<file path="src/rtl/pipeline_pkg.sv">
// Shared pipeline types and encodings.
// Forward selects, result-source codes and hazard FSM states.
package pipeline_pkg;

  localparam logic [1:0] FWD_RF  = 2'b00;
  localparam logic [1:0] FWD_WB  = 2'b01;
  localparam logic [1:0] FWD_MEM = 2'b10;

  localparam logic [1:0] RESULT_LOAD = 2'b01;

  typedef enum logic {
    RUN,
    MEM_WAIT
  } hazard_state_t;

endpackage

</file>
<file path="src/rtl/forward_unit.sv">
// ALU operand forward select for one Execute source register.
// In: rs_e, rd_m/rd_w, reg_write_m/w. Out: fwd (00 RF, 01 WB, 10 MEM).
module forward_unit
  import pipeline_pkg::*;
(
  input  logic [4:0] rs_e,
  input  logic [4:0] rd_m,
  input  logic [4:0] rd_w,
  input  logic       reg_write_m,
  input  logic       reg_write_w,
  output logic [1:0] fwd
);

  logic hit_m;
  logic hit_w;

  assign hit_m = (rs_e != 5'd0) &&
                 (rs_e == rd_m) &&
                 reg_write_m;
  assign hit_w = (rs_e != 5'd0) &&
                 (rs_e == rd_w) &&
                 reg_write_w;

  // Memory holds the younger value, so it wins.
  always_comb begin
    fwd = FWD_RF;
    priority case (1'b1)
      hit_m:   fwd = FWD_MEM;
      hit_w:   fwd = FWD_WB;
      default: fwd = FWD_RF;
    endcase
  end

endmodule

</file>
<file path="src/rtl/hazard_controller.sv">
// Pipeline hazard controller: forwarding, load-use stall, branch flush,
// memory-wait freeze with timeout, saturating stall/flush counters.
module hazard_controller
  import pipeline_pkg::*;
#(
  parameter int CNT_W    = 16,
  parameter int WAIT_MAX = 64
) (
  input  logic             clk,
  input  logic             rst_n,
  input  logic [4:0]       rs1_d,
  input  logic [4:0]       rs2_d,
  input  logic [4:0]       rs1_e,
  input  logic [4:0]       rs2_e,
  input  logic [4:0]       rd_e,
  input  logic [4:0]       rd_m,
  input  logic [4:0]       rd_w,
  input  logic             reg_write_m,
  input  logic             reg_write_w,
  input  logic [1:0]       result_src_e,
  input  logic             pc_src_e,
  input  logic             mem_req_m,
  input  logic             mem_ready,
  output logic [1:0]       forward_a_e,
  output logic [1:0]       forward_b_e,
  output logic             stall_f,
  output logic             stall_d,
  output logic             stall_e,
  output logic             stall_m,
  output logic             flush_d,
  output logic             flush_e,
  output logic             flush_w,
  output logic             err_timeout,
  output logic [CNT_W-1:0] stall_cycles,
  output logic [CNT_W-1:0] flush_count
);

  localparam int WC_W = $clog2(WAIT_MAX + 1);
  localparam logic [WC_W-1:0] WAIT_LIM =
    WC_W'(WAIT_MAX);

  hazard_state_t   state_q, state_d;
  logic [WC_W-1:0] wait_cnt_q, wait_cnt_d;
  logic            err_q, err_d;
  logic [CNT_W-1:0] stall_cnt_q, stall_cnt_d;
  logic [CNT_W-1:0] flush_cnt_q, flush_cnt_d;

  logic [1:0] fwd_a;
  logic [1:0] fwd_b;
  logic       lw_stall;
  logic       mem_wait;
  logic       frozen;

  forward_unit u_fwd_a (
    .rs_e        (rs1_e),
    .rd_m        (rd_m),
    .rd_w        (rd_w),
    .reg_write_m (reg_write_m),
    .reg_write_w (reg_write_w),
    .fwd         (fwd_a)
  );

  forward_unit u_fwd_b (
    .rs_e        (rs2_e),
    .rd_m        (rd_m),
    .rd_w        (rd_w),
    .reg_write_m (reg_write_m),
    .reg_write_w (reg_write_w),
    .fwd         (fwd_b)
  );

  assign lw_stall = (result_src_e == RESULT_LOAD) &&
                    (rd_e != 5'd0) &&
                    ((rd_e == rs1_d) ||
                     (rd_e == rs2_d));
  assign mem_wait = mem_req_m && !mem_ready;

  // Once waiting, only mem_ready releases the freeze.
  assign frozen = (state_q == MEM_WAIT) ?
                  !mem_ready : mem_wait;

  always_comb begin
    forward_a_e = fwd_a;
    forward_b_e = fwd_b;
    stall_f     = frozen || lw_stall;
    stall_d     = frozen || lw_stall;
    stall_e     = frozen;
    stall_m     = frozen;
    flush_w     = frozen;
    flush_d     = !frozen && pc_src_e;
    flush_e     = !frozen &&
                  (pc_src_e || lw_stall);
    // Hold the pipe empty while reset is asserted.
    if (!rst_n) begin
      forward_a_e = FWD_RF;
      forward_b_e = FWD_RF;
      stall_f     = 1'b0;
      stall_d     = 1'b0;
      stall_e     = 1'b0;
      stall_m     = 1'b0;
      flush_w     = 1'b0;
      flush_d     = 1'b1;
      flush_e     = 1'b1;
    end
  end

  always_comb begin
    state_d    = state_q;
    wait_cnt_d = wait_cnt_q;
    unique case (state_q)
      RUN: begin
        wait_cnt_d = '0;
        if (frozen) begin
          state_d    = MEM_WAIT;
          wait_cnt_d = WC_W'(1);
        end
      end
      MEM_WAIT: begin
        if (!frozen) begin
          state_d    = RUN;
          wait_cnt_d = '0;
        end else if (wait_cnt_q < WAIT_LIM) begin
          wait_cnt_d = wait_cnt_q + WC_W'(1);
        end
      end
      default: begin
        state_d    = RUN;
        wait_cnt_d = '0;
      end
    endcase
  end

  assign err_d = err_q ||
                 (frozen && (wait_cnt_d >= WAIT_LIM));

  always_comb begin
    stall_cnt_d = stall_cnt_q;
    flush_cnt_d = flush_cnt_q;
    if (stall_f && (stall_cnt_q != '1))
      stall_cnt_d = stall_cnt_q + 1'b1;
    if (pc_src_e && !frozen &&
        (flush_cnt_q != '1))
      flush_cnt_d = flush_cnt_q + 1'b1;
  end

  always_ff @(posedge clk or negedge rst_n) begin
    if (!rst_n) begin
      state_q     <= RUN;
      wait_cnt_q  <= '0;
      err_q       <= 1'b0;
      stall_cnt_q <= '0;
      flush_cnt_q <= '0;
    end else begin
      state_q     <= state_d;
      wait_cnt_q  <= wait_cnt_d;
      err_q       <= err_d;
      stall_cnt_q <= stall_cnt_d;
      flush_cnt_q <= flush_cnt_d;
    end
  end

  assign err_timeout  = err_q;
  assign stall_cycles = stall_cnt_q;
  assign flush_count  = flush_cnt_q;

endmodule

</file>
<file path="config.mk">
export PLATFORM = sky130hd
export DESIGN_NAME = hazard_controller
export DESIGN_NICKNAME = d
export VERILOG_FILES = /design/src/rtl/pipeline_pkg.sv /design/src/rtl/forward_unit.sv /design/src/rtl/hazard_controller.sv
export SDC_FILE = /design/constraint.sdc
export NUM_CORES = 1
export LEC_CHECK = 0
export ABC_AREA = 0
export BUFFER_PORTS_ARGS = -buffer_cell sky130_fd_sc_hd__buf_2
export CAP_MARGIN = 40
export CORE_UTILIZATION = 30
export CTS_CLUSTER_DIAMETER = 80
export DETAILED_ROUTE_END_ITERATION = 10
export PLACE_DENSITY_LB_ADDON = 0.05
export SKIP_CTS_REPAIR_TIMING = 1
export SLEW_MARGIN = 20
export SYNTH_ARGS = -nofsm -noshare
export SYNTH_HDL_FRONTEND = slang
export SYNTH_SLANG_ARGS = --single-unit
export TNS_END_PERCENT = 50
</file>
<file path="constraint.sdc">
create_clock -name clk -period 4.28 [get_ports clk]
set_input_delay 0.428 -clock clk [delete_from_list [all_inputs] [get_ports clk]]
set_output_delay 0.428 -clock clk [all_outputs]
set_load 0.02 [all_outputs]
</file>
==> flow_summary.toml <==
[cells_and_area]
fin_util = 0.404
design_area_um2 = 2990
regArea_um2 = 1030
nFillCells = 768
final_cells = 428
layout.nets = 376
areaGrowthSynthToFinish_pct = 27.1
multi_input_area_um2 = 1270
layout-drive-gt1-share = 0.316
antennaDiodeCount = 0

[synthesis]
synth.area.top_cells = "dfrtp_1 44%, xnor2_1 15%, xor2_1 7.8%, nor2_1 3.7%, nand3_1 3.6%"
synthCells = 238
synth-edff-count = 0
syn_area_um2 = 2350
seq_area_frac_synth = 0.436
synth_area_per_cell_um2 = 9.89
yosys_warnings = 0
synth_commonest_cells = "41 x dfrtp_1, 40 x xnor2_1, 23 x nor2_1"
synthArstFlopShare = 1.00
ys_ff_latch = 41
yosysTopAreaCell = "dfrtp_1"
yosysMostFrequentCell = "dfrtp_1"
synthFlopType = "dfrtp_1"
syn-num-nets = 285
ys_types = 41
synth_top_area_frac = 0.436

[clock_network]
cts_max_level = 2
numCtsBuffers = 5
clock_path_buffers = 2
clock_latency_ns = 0.29
cts.sinks = 41
clk_pin_slew_ns = 0.08
root_buffer = "clkbuf_8"
cts_tree = "built"

[worst_setup_path]
reg2reg_slack_ns = 2.05
crit_type = "flop to output port"
crit_arrival_ns = 2.03
critPathRequiredTime_ns = 3.85
start_kind = "flop"
worstPathMaxFanout = 7
cp-end-kind = "output port"

[route]
drt.antenna.violating_nets = 0
vias = 1972
drt-total-wl_um = 5600
wl_per_cell_um = 13.1
wl_met2_um = 2700
drtIter0Drc = 65
drt-met1-wl_um = 2610
highest_layer = "met4"
first_pass_iters = 4
route.met3.wl_um = 242
via_per_inst = 4.61
post-route-drc-count = 0

[status]
outcome = "complete, no violations"

[global_routing]
grt_overflow_total = 0
grt_pass1_wl_um = 9350
grt_max_degree = 30
antenna_found_initial = 0
track_usage = 0.143
first_global_vias = 1914

[timing]
period_needed_ns = 2.45
tightest_slew_ns = 0.546
period_share = 0.574
drv_slew = 0
tns_ns = 0
finClkSkew_ns = 0.00473
max_freq_ghz = 0.407
slew_headroom = 0.636
rsz0062_at_grt = "no"
hold_violations = 0
setup_violations = 0

[die]
die_w_um = 90.6
placementRows = 31
initial_core_util = 0.318
dieHeight_um = 90.6
fp.dieArea_um2 = 8200
fp.coreArea_um2 = 7410
ios = 88

[pwr]
p_seq_frac = 0.463
power.internal_mw = 0.730
power_switching_mw = 0.363
swShare = 0.332
comb_power_share = 0.261
max-vdd-ir-drop_uv = 218
power_frac_clock = 0.276
power.density_nw_per_um2 = 365
leakage_nw = 1.45

[placed_design]
dp_hpwl_um = 4420
dp.cells = 421
placed_area_um2 = 2890
port_buffers = 87
gp_congestion = 0.745

[job]
maxCapViolCount = 0

[hold_path]
hp-class = "input pin to async pin"
## state kept, by name, indices dropped and copies added, names as in the netlist
| signal | count |
|---|---|
| err_timeout | 1 |
| flush_count | 16 |
| stall_cycles | 16 |
| state_q | 1 |
| wait_cnt_q | 7 |
## cells by family after synthesis
family                   after synthesis  share of synthesized area
AO/OA/AOI/OAI                         16                     0.0484
multiplexers                           3                     0.0154
flip-flops                            41                      0.436
buffers and inverters                 11                     0.0255
AND/OR/NAND/NOR                      103                      0.232
adder cells (fa/ha/maj)                3                     0.0160
XOR/XNOR                              61                      0.227
## power by group through the flow
stage / clock [mW] / sequential, mW / combinational, mW
floorplan: 0 / 0.558 / 0.122
global placement: 0 / 0.511 / 0.289
detailed placement: 0 / 0.514 / 0.291
CTS: 0.314 / 0.506 / 0.292
global route: 0.331 / 0.515 / 0.316
finish: 0.301 / 0.506 / 0.286
## metrics by stage
step	hold WS (ns)	setup slack, ns	power [mW]
after CTS	0.0873	1.79	1.11
after floorplan	0.132	2.01	0.680
after global placement	0.414	2.02	0.800
after global routing	0.109	1.60	1.16
after detailed placement	0.410	1.95	0.804
final	0.0798	1.83	1.09
## cell type report
type                            instances  share of cell area
Multi-Input combinational cell        186               0.424
Tap cell                               99              0.0414
Sequential cell                        41               0.343
Clock inverter                          2              0.0117
Inverter                                7             0.00879
Timing Repair Buffer                   88               0.148
Clock buffer                            5              0.0230
## layout by cell type, fill, tap and decap left out, types with 2 or more instances in the layout
master     n
a21oi_1    4
or2_2      3
o21ai_0    2
ha_1       3
inv_1      7
xnor2_1   40
or4_1      2
or3_1      2
and4_1     3
nor4_1     6
nand4b_1   2
nand3_1   17
and2_1     4
buf_2     87
nor2_1    23
nor3_1     6
nand2_1   15
dfrtp_1   41
and3_1     3
xor2_1    21
clkbuf_8   5
nand4_1   11
## layer usage
| metal | up-vias | global-route usage |
|---|---|---|
| met4 | 0 | 0.0363 |
| met3 | 5 | 0.0303 |
| met2 | 39 | 0.237 |
| met5 | - | 0 |
| met1 | 921 | 0.190 |
| li1 | 1007 | - |
## path summary, 6_finish.rpt
| path | from | cells after the start | end |
|---|---|---|---|
| worst min register to register | err_timeout | 1 | err_timeout |
| worst min-delay path | rst_n | 1 | wait_cnt_q[1] |
| worst max register to register | stall_cycles[0] | 6 | stall_cycles[1] |
| worst max-delay path | state_q | 5 | stall_f |
| max in group asynchronous | rst_n | 2 | stall_cycles[6] |
| min in group clk | err_timeout | 1 | err_timeout |
## worst max-delay path, cell delays in order (launching register included)
cell and delay [ns]:
dfrtp_1 0.40, o21bai_1 0.38, inv_1 0.15, a21oi_1 0.47
nor2_1 0.14, buf_2 0.19
Note: power is estimated with default switching activity, not from simulation.
